## src/rtl/controle_ataque.sv

```systemverilog
// controle_ataque
// Runs the ATAQUE phase of the naval battle game. The ship map is latched
// when the phase starts. Each confirm press takes the switch coordinate,
// checks it against the map and records it in the shot and hit masks.
// The game ends on victory or when the attempt limit is reached.
//
// Ports
//   clock, reset_n          : clock, synchronous active-low reset
//   enable                  : high while the game is in ATAQUE
//   linha, coluna           : target row (0..6) and column (0..4)
//   confirmar               : confirm button (debounced, active-high)
//   mapa0..mapa4            : ship map, mapaK[r] = ship at column K, row r
//   tiro0..tiro4            : shots fired (same bit mapping as the map)
//   acerto0..acerto4        : hits scored (same bit mapping as the map)
//   tentativas, acertos     : valid shot count and hit count
//   resultado               : 00 none, 01 miss, 10 hit, 11 repeated/invalid
//   novo_resultado          : one-cycle pulse when resultado is updated
//   fim, vitoria            : game over, and whether it was a victory
module controle_ataque #(
   parameter int MAX_TENTATIVAS = 20,
   parameter int CONT_W         = 6
) (
   input  logic              clock,
   input  logic              reset_n,
   input  logic              enable,
   input  logic [2:0]        linha,
   input  logic [2:0]        coluna,
   input  logic              confirmar,
   input  logic [6:0]        mapa0,
   input  logic [6:0]        mapa1,
   input  logic [6:0]        mapa2,
   input  logic [6:0]        mapa3,
   input  logic [6:0]        mapa4,
   output logic [6:0]        tiro0,
   output logic [6:0]        tiro1,
   output logic [6:0]        tiro2,
   output logic [6:0]        tiro3,
   output logic [6:0]        tiro4,
   output logic [6:0]        acerto0,
   output logic [6:0]        acerto1,
   output logic [6:0]        acerto2,
   output logic [6:0]        acerto3,
   output logic [6:0]        acerto4,
   output logic [CONT_W-1:0] tentativas,
   output logic [CONT_W-1:0] acertos,
   output logic [1:0]        resultado,
   output logic              novo_resultado,
   output logic              fim,
   output logic              vitoria
);

   typedef enum logic [1:0] {OCIOSO, ESPERA, VALIDA, FIM} estado_t;

   estado_t           estado_q;
   logic              conf_prev_q;
   logic [34:0]       mapa_q, tiro_q, acerto_q;
   logic [5:0]        total_q;
   logic [2:0]        linha_q, coluna_q;
   logic [CONT_W-1:0] tent_q, acer_q;
   logic [1:0]        res_q;
   logic              novo_q, fim_q, vit_q;

   // Flattened map/mask view: bit index = coluna*7 + linha.
   logic [34:0]       mapa_in;
   logic [5:0]        total_d;
   logic              fora_d, repetido_d, navio_d, press_d;
   logic [5:0]        idx_d;
   logic [34:0]       sel_d, tiro_d, acerto_d;
   logic [CONT_W-1:0] tent_d, acer_d;
   logic [1:0]        res_d;

   assign mapa_in = {mapa4, mapa3, mapa2, mapa1, mapa0};
   assign press_d = confirmar & ~conf_prev_q;

   always_comb begin
      total_d = '0;
      for (int i = 0; i < 35; i++) begin
         total_d = total_d + 6'(mapa_in[i]);
      end

      fora_d     = (linha_q > 3'd6) || (coluna_q > 3'd4);
      idx_d      = 6'(coluna_q) * 6'd7 + 6'(linha_q);
      // Out-of-range coordinates may still alias a legal bit, so every use
      // of sel_d below is gated by fora_d.
      sel_d      = 35'(1) << idx_d;
      repetido_d = |(tiro_q & sel_d);
      navio_d    = |(mapa_q & sel_d);

      tiro_d   = tiro_q;
      acerto_d = acerto_q;
      tent_d   = tent_q;
      acer_d   = acer_q;
      res_d    = 2'b11;
      if (!fora_d && !repetido_d) begin
         tiro_d = tiro_q | sel_d;
         tent_d = tent_q + 1'b1;
         if (navio_d) begin
            acerto_d = acerto_q | sel_d;
            acer_d   = acer_q + 1'b1;
            res_d    = 2'b10;
         end else begin
            res_d    = 2'b01;
         end
      end
   end

   always_ff @(posedge clock) begin
      // The edge detector keeps tracking the button in every state so that a
      // button held across a state change never looks like a fresh press.
      conf_prev_q <= reset_n ? confirmar : 1'b0;
      novo_q      <= 1'b0;

      if (!reset_n || !enable) begin
         estado_q <= OCIOSO;
         tiro_q   <= '0;
         acerto_q <= '0;
         tent_q   <= '0;
         acer_q   <= '0;
         res_q    <= 2'b00;
         fim_q    <= 1'b0;
         vit_q    <= 1'b0;
         if (!reset_n) begin
            mapa_q   <= '0;
            total_q  <= '0;
            linha_q  <= '0;
            coluna_q <= '0;
         end
      end else begin
         case (estado_q)
            OCIOSO: begin
               mapa_q  <= mapa_in;
               total_q <= total_d;
               if (total_d == 6'd0) begin
                  estado_q <= FIM;
                  fim_q    <= 1'b1;
                  vit_q    <= 1'b0;
               end else begin
                  estado_q <= ESPERA;
               end
            end
            ESPERA: begin
               if (press_d) begin
                  linha_q  <= linha;
                  coluna_q <= coluna;
                  estado_q <= VALIDA;
               end
            end
            VALIDA: begin
               tiro_q   <= tiro_d;
               acerto_q <= acerto_d;
               tent_q   <= tent_d;
               acer_q   <= acer_d;
               res_q    <= res_d;
               novo_q   <= 1'b1;
               // Victory is checked first so a fleet-completing last shot wins.
               if (acer_d == CONT_W'(total_q)) begin
                  estado_q <= FIM;
                  fim_q    <= 1'b1;
                  vit_q    <= 1'b1;
               end else if (tent_d == CONT_W'(MAX_TENTATIVAS)) begin
                  estado_q <= FIM;
                  fim_q    <= 1'b1;
                  vit_q    <= 1'b0;
               end else begin
                  estado_q <= ESPERA;
               end
            end
            default: begin
               estado_q <= FIM;
            end
         endcase
      end
   end

   assign tiro0          = tiro_q[6:0];
   assign tiro1          = tiro_q[13:7];
   assign tiro2          = tiro_q[20:14];
   assign tiro3          = tiro_q[27:21];
   assign tiro4          = tiro_q[34:28];
   assign acerto0        = acerto_q[6:0];
   assign acerto1        = acerto_q[13:7];
   assign acerto2        = acerto_q[20:14];
   assign acerto3        = acerto_q[27:21];
   assign acerto4        = acerto_q[34:28];
   assign tentativas     = tent_q;
   assign acertos        = acer_q;
   assign resultado      = res_q;
   assign novo_resultado = novo_q;
   assign fim            = fim_q;
   assign vitoria        = vit_q;

endmodule

```

## config.mk

```make
export PLATFORM = sky130hd
export DESIGN_NAME = controle_ataque
export DESIGN_NICKNAME = d
export VERILOG_FILES = /design/src/rtl/controle_ataque.sv
export SDC_FILE = /design/constraint.sdc
export NUM_CORES = 1
export LEC_CHECK = 0
export CAP_MARGIN = 20
export CORE_UTILIZATION = 52
export CTS_CLUSTER_DIAMETER = 100
export DETAILED_ROUTE_END_ITERATION = 16
export PLACE_DENSITY_LB_ADDON = 0.3
export SYNTH_ARGS = -nofsm -noshare
export SYNTH_HDL_FRONTEND = slang
export SYNTH_SLANG_ARGS = --single-unit
export TNS_END_PERCENT = 20
```

## constraint.sdc

```tcl
create_clock -name clock -period 8.2 [get_ports clock]
set_clock_uncertainty 0.2 [all_clocks]
set_input_delay 1.64 -clock clock [delete_from_list [all_inputs] [get_ports clock]]
set_output_delay 1.64 -clock clock [all_outputs]
set_load 0.005 [all_outputs]
```

==> flow_metrics.env, run 1 <==
export IMPL_outcome="complete, no violations"
export IMPL_start_util_pct=53.7
export IMPL_synth_top_area_share_pct=25.1
export IMPL_dpl_cell_area_sq_um=8530
export IMPL_globalRouteOverflowTotal=0
export IMPL_grtUsageTotal_pct=27.3
export IMPL_power_leakage_nw=3.55
export IMPL_synth_edf_count=47
export IMPL_cts_buffers=17
export IMPL_num_fill_cells=1002
export IMPL_diodes=0
export IMPL_rrSetupSlack_ns=2.05
export IMPL_p_per_area_nw_per_um2=274
export IMPL_cp_depth=20
export IMPL_boundaryPins=132
export IMPL_end_kind="flip-flop"
export IMPL_hold_slack_ns=0.271
export IMPL_setup_violations=0
export IMPL_port_buffer_count=131
export IMPL_slowest_stage="fa_1"
export IMPL_cp_start_kind="input pin"
export IMPL_crit_buf_inv=5
export IMPL_clock_latency_ns=0.42
export IMPL_drc_errors=0
export IMPL_worst_hold_path_endpoint="acerto_q[24]$_SDFFE_PN0P_"
export IMPL_root_buffer="clkbuf_16"
export IMPL_nNetsFinal=935
export IMPL_synth_seq_cells=137
export IMPL_hold_viol_final=0
export IMPL_synthTopCellsByArea="dfxtp_1, edfxtp_1, fa_1, nor2_1, a21oi_1"
export IMPL_die_area_sq_um=14300
export IMPL_num_vias=5995
export IMPL_die_w_microns=119
export IMPL_grt_setup_unrepaired="false"
export IMPL_drive_gt1_share_pct=8.33
export IMPL_ys_warn_count=0
export IMPL_critPathKind="in2reg"
export IMPL_r2r_start="coluna_q[1]$_SDFFCE_PN0P_"
export IMPL_row_count=42
export IMPL_grt_max_degree=70
export IMPL_synth_commonest_cells="nor2_1, dfxtp_1, a21oi_1"
export IMPL_drtAntennaViolNets=0
export IMPL_cp_common_cell="fa_1"
export IMPL_cp_top_family="adder cells"
export IMPL_cts_tree="done"
export IMPL_crit_path_max_incr_delay_ns=0.57
export IMPL_path_clk_slew_ns=0.06
export IMPL_slew_violations=0
export IMPL_syn_inst=722
export IMPL_ys_async_sr_fraction_pct=0
export IMPL_postCtsResizedCells=0
export IMPL_holdBufCountCts=0
export IMPL_cts_num_sinks=137
export IMPL_routabilityCongestion=0.916
export IMPL_syn_avg_cell_area_sq_um=9.93
export IMPL_postCtsSetupBuffers=0
export IMPL_required_ns=8.31
export IMPL_ys_flop_type="dfxtp_1"
export IMPL_synth_cell_type_count=71
export IMPL_syn2layout_area_growth_pct=27.1
export IMPL_routed_wl_microns=18600
export IMPL_viasPerCell=5.83
export IMPL_netlist_area_sq_um=7170
export IMPL_worst_pin_slew_ns=1.12
export IMPL_design_core_area_sq_um=13300
export IMPL_final_cells=1028
export IMPL_max_slew_margin_rel_pct=25.7
export IMPL_clk_path_buf_depth=2
export IMPL_yosysSeqAreaShare_pct=44.8
export IMPL_fin_tns_setup_ns=0
export IMPL_grt_pass1_vias=5834
export IMPL_hp_class="reg2reg"
export IMPL_synth_most_common_cell="nor2_1"
export IMPL_synth_top_cell_by_area="dfxtp_1"
export IMPL_dp_cells=995
export IMPL_fin_crit_sh_pct=88.6
export IMPL_design_area_sq_um=9110
export IMPL_drt_iter0_markers=562
export IMPL_wire_per_inst_microns=18.1
export IMPL_cap_violations=0
export IMPL_dr_pass1_iters=6
export IMPL_grt_pass1_wl_microns=29900
export IMPL_cp_max_fo=3
export IMPL_hp_start="acerto_q[24]$_SDFFE_PN0P_"
export IMPL_r2r_cells=13
export IMPL_post_dp_hpwl_microns=13600
export IMPL_regToRegEndpoint="acerto_q[26]$_SDFFE_PN0P_"
export IMPL_period_needed_ns=7.26
export IMPL_antenna_found_initial=0
export IMPL_h_tree_depth=4
export IMPL_vdd_drop_max_mv=0.259
export IMPL_crit_chain="clkdlybuf4s50_1 > fa_1 > inv_1 > fa_1 > inv_1 > fa_1 > fa_1 > fa_1 > inv_1 > fa_1 > inv_1 > fa_1 > fa_1 > a21o_1 > a21oi_1 > xnor2_1 > nand4_1 > a21oi_1 > a21boi_0 > o2bb2ai_1"
export IMPL_syn_nets=818
export IMPL_die_h_microns=119
export IMPL_max_freq_ghz=0.138
export IMPL_whs_path_depth=2
export IMPL_worstPathArrival_ns=7.38
[where the power goes]
group          switching [mW]  total [mW]  internal (mW)
clock network           0.293       0.744          0.451
logic                   0.570       0.968          0.398
registers              0.0230       0.781          0.758
[cells in the final DEF, fill, tap and decap left out, types with 6 or more instances in the layout]
| cell | netlist | layout |
|---|---|---|
| xnor2_1 | 15 | 15 |
| fa_1 | 31 | 31 |
| edfxtp_1 | 47 | 47 |
| inv_1 | 50 | 50 |
| xor2_1 | 12 | 12 |
| a31oi_1 | 10 | 10 |
| nand2_1 | 23 | 22 |
| buf_4 | 1 | 11 |
| nand3_1 | 10 | 10 |
| nand4_1 | 8 | 8 |
| mux2i_1 | 14 | 14 |
| o21ai_0 | 7 | 7 |
| a21oi_2 | 11 | 11 |
| clkdlybuf4s50_1 | 0 | 131 |
| nor2_1 | 111 | 111 |
| and2_1 | 6 | 6 |
| and3_1 | 39 | 39 |
| a21oi_1 | 63 | 63 |
| nor3_1 | 25 | 25 |
| dfxtp_1 | 90 | 90 |
| ha_1 | 20 | 20 |
| clkbuf_16 | 0 | 17 |
[per-stage QoR]
step | setup slack (ns) | power (mW) | util (%)
3_5_place_dp | 0.581 | 1.73 | 63.9
5_1_grt | 0.623 | 2.64 | 68.3
6_report | 0.936 | 2.49 | 68.3
2_1_floorplan | 1.39 | 1.51 | -
3_3_place_gp | 0.725 | 1.69 | 63.9
4_1_cts | 0.954 | 2.48 | 68.2
[routing by layer]
| layer | vias to the layer above | GRT usage (%) | wire (microns) |
|---|---|---|---|
| li1 | 2768 | - | - |
| met1 | 2869 | 34.0 | 7420 |
| met2 | 304 | 45.4 | 9290 |
| met3 | 54 | 5.70 | 1280 |
| met4 | 0 | 13.0 | 634 |
| met5 | - | 0 | 0 |
[how the worst max path moves through the flow]
stage / startpoint / to
finish: mapa1[4] / vitoria$_SDFFE_PN0P_
floorplan: mapa3[2] / vitoria$_SDFFE_PN0P_
global placement: mapa3[2] / vitoria$_SDFFE_PN0P_
detailed placement: mapa1[4] / vitoria$_SDFFE_PN0P_
CTS: mapa1[4] / vitoria$_SDFFE_PN0P_
global route: mapa1[4] / vitoria$_SDFFE_PN0P_
[tightest hold or removal path, cell delays in order, from the launching register on]
cell,delay [ns]
dfxtp_1,0.33
a21oi_1,0.04
nor2_1,0.07
[registers in the layout, summed over array words and instances, names as in the netlist]
name            flops
acerto_q           35
acertos             6
coluna_q            3
conf_prev_q         1
estado_q            2
fim                 1
linha_q             3
mapa_q             35
novo_resultado      1
resultado           2
tentativas          6
tiro_q             35
total_q             6
vitoria             1
[cells by family (layout without fill, tap and decap cells)]
logic type	after synthesis	count (layout)	share of synthesized area, %
simple gates	251	251	17.4
mux	20	20	2.90
compound gates	141	141	13.1
buf+inv	94	224	6.11
flops	137	137	44.8
xor+xnor	28	28	3.53
fa+ha+maj	51	51	12.1
[cell type report]
cell class | instances | area (sq um) | area share (%)
Inverter | 50 | 188 | 2.06
Multi-Input combinational cell | 491 | 3520 | 38.6
Sequential cell | 137 | 3210 | 35.3
Clock buffer | 20 | 437 | 4.79
Timing Repair Buffer | 142 | 1390 | 15.3
Clock inverter | 12 | 141 | 1.55
Tap cell | 176 | 220 | 2.42
(Power assumes the default switching activity.)
==> run 2, diff against run 1 <==
--- a/config.mk
+++ b/config.mk
@@ -5,6 +5,7 @@
 export SDC_FILE = /design/constraint.sdc
 export NUM_CORES = 1
 export LEC_CHECK = 0
+export ABC_AREA = 1
 export CAP_MARGIN = 20
 export CORE_UTILIZATION = 52
 export CTS_CLUSTER_DIAMETER = 100
==> flow_metrics.env, run 2 <==
export IMPL_cts_buffers=17
export IMPL_nNetsFinal=1221
export IMPL_num_vias=6852
export IMPL_grt_pass1_wl_microns=31500
export IMPL_outcome="complete, no violations"
export IMPL_cap_violations=0
export IMPL_hp_class="reg2reg"
export IMPL_routed_wl_microns=19500
export IMPL_root_buffer="clkbuf_16"
export IMPL_die_h_microns=124
export IMPL_end_kind="flip-flop"
export IMPL_grt_pass1_vias=6401
export IMPL_yosysSeqAreaShare_pct=41.7
export IMPL_synth_commonest_cells="nand2_1, nor2_1, inv_1"
export IMPL_cp_common_cell="fa_1"
export IMPL_power_mw=2.44
export IMPL_slew_violations=0
export IMPL_setup_violations=0
export IMPL_cts_num_sinks=137
export IMPL_syn2layout_area_growth_pct=25.7
export IMPL_required_ns=8.32
export IMPL_switching_share_pct=36.5
export IMPL_synth_top_cell_by_area="dfxtp_1"
export IMPL_period_needed_ns=6.91
export IMPL_vdd_drop_max_mv=0.311
export IMPL_whs_path_depth=2
export IMPL_num_fill_cells=1258
export IMPL_routabilityCongestion=0.925
export IMPL_rrSetupSlack_ns=2.55
export IMPL_critPathKind="in2reg"
export IMPL_worst_pin_slew_ns=0.991
export IMPL_p_per_area_nw_per_um2=252
export IMPL_dr_pass1_iters=7
export IMPL_dpl_cell_area_sq_um=9120
export IMPL_fin_crit_sh_pct=84.2
export IMPL_ys_warn_count=0
export IMPL_syn_inst=1004
export IMPL_globalRouteOverflowTotal=0
export IMPL_design_area_sq_um=9680
export IMPL_top_regs="acerto_q: 35 flops, mapa_q: 35 flops, tiro_q: 35 flops"
export IMPL_clock_latency_ns=0.42
export IMPL_start_util_pct=53.2
export IMPL_pwr_share_comb_pct=38.3
export IMPL_fin_tns_setup_ns=0
export IMPL_viasPerCell=5.18
export IMPL_hp_start="acerto_q[19]$_SDFFE_PN0P_"
export IMPL_hold_viol_final=0
export IMPL_p_seq_share_pct=32.5
export IMPL_final_cell_mix="nand2_1, nor2_1, inv_1"
export IMPL_p_sw_mw=0.888
export IMPL_synth_cell_type_count=35
export IMPL_power_leakage_nw=4.18
export IMPL_crit_chain="clkdlybuf4s50_1 > fa_1 > fa_1 > inv_1 > fa_1 > inv_1 > fa_1 > fa_1 > inv_1 > fa_1 > inv_1 > fa_1 > fa_1 > a21oi_1 > nor2_1 > nor2_1 > xnor2_1 > nand4_1 > nand2_1 > nand3_2 > nand2_1 > nand2_1"
export IMPL_r2r_cells=21
export IMPL_power_internal_mw=1.55
export IMPL_synth_most_common_cell="nand2_1"
export IMPL_crit_path_max_incr_delay_ns=0.53
export IMPL_drive_gt1_share_pct=5.45
export IMPL_diodes=0
export IMPL_drt_iter0_markers=570
export IMPL_boundaryPins=132
export IMPL_postCtsSetupBuffers=0
export IMPL_drtAntennaViolNets=0
export IMPL_max_slew_margin_rel_pct=33.8
export IMPL_syn_avg_cell_area_sq_um=7.67
export IMPL_synth_edf_count=47
export IMPL_holdBufCountCts=0
export IMPL_design_core_area_sq_um=14500
export IMPL_netlist_area_sq_um=7700
export IMPL_ys_async_sr_fraction_pct=0
export IMPL_clk_path_buf_depth=2
export IMPL_pwr_share_clk_pct=29.2
export IMPL_grtUsageTotal_pct=27.3
export IMPL_wire_per_inst_microns=14.7
export IMPL_drc_errors=0
export IMPL_h_tree_depth=4
export IMPL_cts_tree="done"
export IMPL_worst_hold_path_endpoint="acerto_q[19]$_SDFFE_PN0P_"
export IMPL_die_w_microns=124
export IMPL_post_dp_hpwl_microns=14600
export IMPL_grt_setup_unrepaired="false"
export IMPL_synthTopCellsByArea="dfxtp_1, edfxtp_1, nand2_1, nor2_1, fa_1"
export IMPL_cp_start_kind="input pin"
export IMPL_cp_max_fo=2
export IMPL_die_area_sq_um=15300
export IMPL_postCtsResizedCells=0
export IMPL_grt_max_degree=70
export IMPL_row_count=44
export IMPL_r2r_start="coluna_q[1]$_SDFFCE_PN0P_"
export IMPL_slowest_stage="fa_1"
export IMPL_final_common_cell="nand2_1"
export IMPL_synth_top_area_share_pct=23.4
export IMPL_antenna_found_initial=0
export IMPL_path_clk_slew_ns=0.05
export IMPL_ys_flop_type="dfxtp_1"
export IMPL_max_freq_ghz=0.145
export IMPL_worstPathArrival_ns=7.02
export IMPL_regToRegEndpoint="acerto_q[33]$_SDFFE_PN0P_"
export IMPL_port_buffer_count=131
export IMPL_syn_nets=1100
export IMPL_synth_seq_cells=137
==> run 2: power by group through the flow <==
stage	Clock [mW]	Combinational, mW	Sequential (mW)
after floorplan	0	0.730	0.796
final	0.711	0.934	0.791
after global routing	0.747	1.07	0.796
after global placement	0	0.893	0.804
after CTS	0.718	0.936	0.791
after detailed placement	0	0.928	0.805
==> run 2: cell type report <==
| type | instances | area, sq um | area share (%) |
|---|---|---|---|
| Tap cell | 184 | 230 | 2.38 |
| Inverter | 161 | 604 | 6.25 |
| Clock buffer | 25 | 517 | 5.34 |
| Multi-Input combinational cell | 672 | 3720 | 38.5 |
| Sequential cell | 137 | 3210 | 33.2 |
| Timing Repair Buffer | 136 | 1350 | 13.9 |
| Clock inverter | 7 | 38.8 | 0.401 |
==> run 2: logic make-up after synthesis <==
family	synth area share, %
compound gates	7.04
simple gates	28.3
flops	41.7
buf+inv	10.0
xor+xnor	1.58
fa+ha+maj	11.3
==> run 2: worst max-delay path by stage <==
| stage | start | to | slack (ns) | cells past startpoint |
|---|---|---|---|---|
| final | mapa3[2] | vitoria$_SDFFE_PN0P_ | 1.29 | 22 |
| after floorplan | mapa3[2] | vitoria$_SDFFE_PN0P_ | 1.63 | 21 |
| after detailed placement | mapa3[2] | vitoria$_SDFFE_PN0P_ | 0.86 | 22 |
| after global placement | mapa3[2] | vitoria$_SDFFE_PN0P_ | 0.99 | 22 |
| after CTS | mapa3[2] | vitoria$_SDFFE_PN0P_ | 1.30 | 22 |
| after global routing | mapa3[2] | vitoria$_SDFFE_PN0P_ | 0.99 | 22 |
==> run 2: per-stage QoR <==
stage	hold slack, ns	utilization [%]	setup slack [ns]	std cells
detailed placement	0.240	63.0	0.863	1290
global placement	0.237	63.0	0.991	1290
global route	0.266	66.8	0.991	1322
CTS	0.249	66.8	1.30	1322
floorplan	0.247	-	1.63	1004
finish	0.248	66.8	1.29	1322
==> run 2: worst max-delay path, delay by kind of cell <==
| family | cells | cell delay [ns] |
|---|---|---|
| adder cells (fa/ha/maj) | 8 | 3.77 |
| buffers and inverters | 5 | 0.67 |
| XOR/XNOR | 1 | 0.15 |
| AO/OA/AOI/OAI | 1 | 0.16 |
| AND/OR/NAND/NOR | 7 | 0.63 |
==> run 2: routing by layer <==
| layer | global-route usage (%) | routed length [microns] | vias up |
|---|---|---|---|
| li1 | - | - | 3414 |
| met1 | 38.1 | 8680 | 3136 |
| met2 | 42.2 | 8860 | 265 |
| met3 | 4.95 | 1480 | 37 |
| met4 | 10.5 | 432 | 0 |
| met5 | 0 | 0 | - |
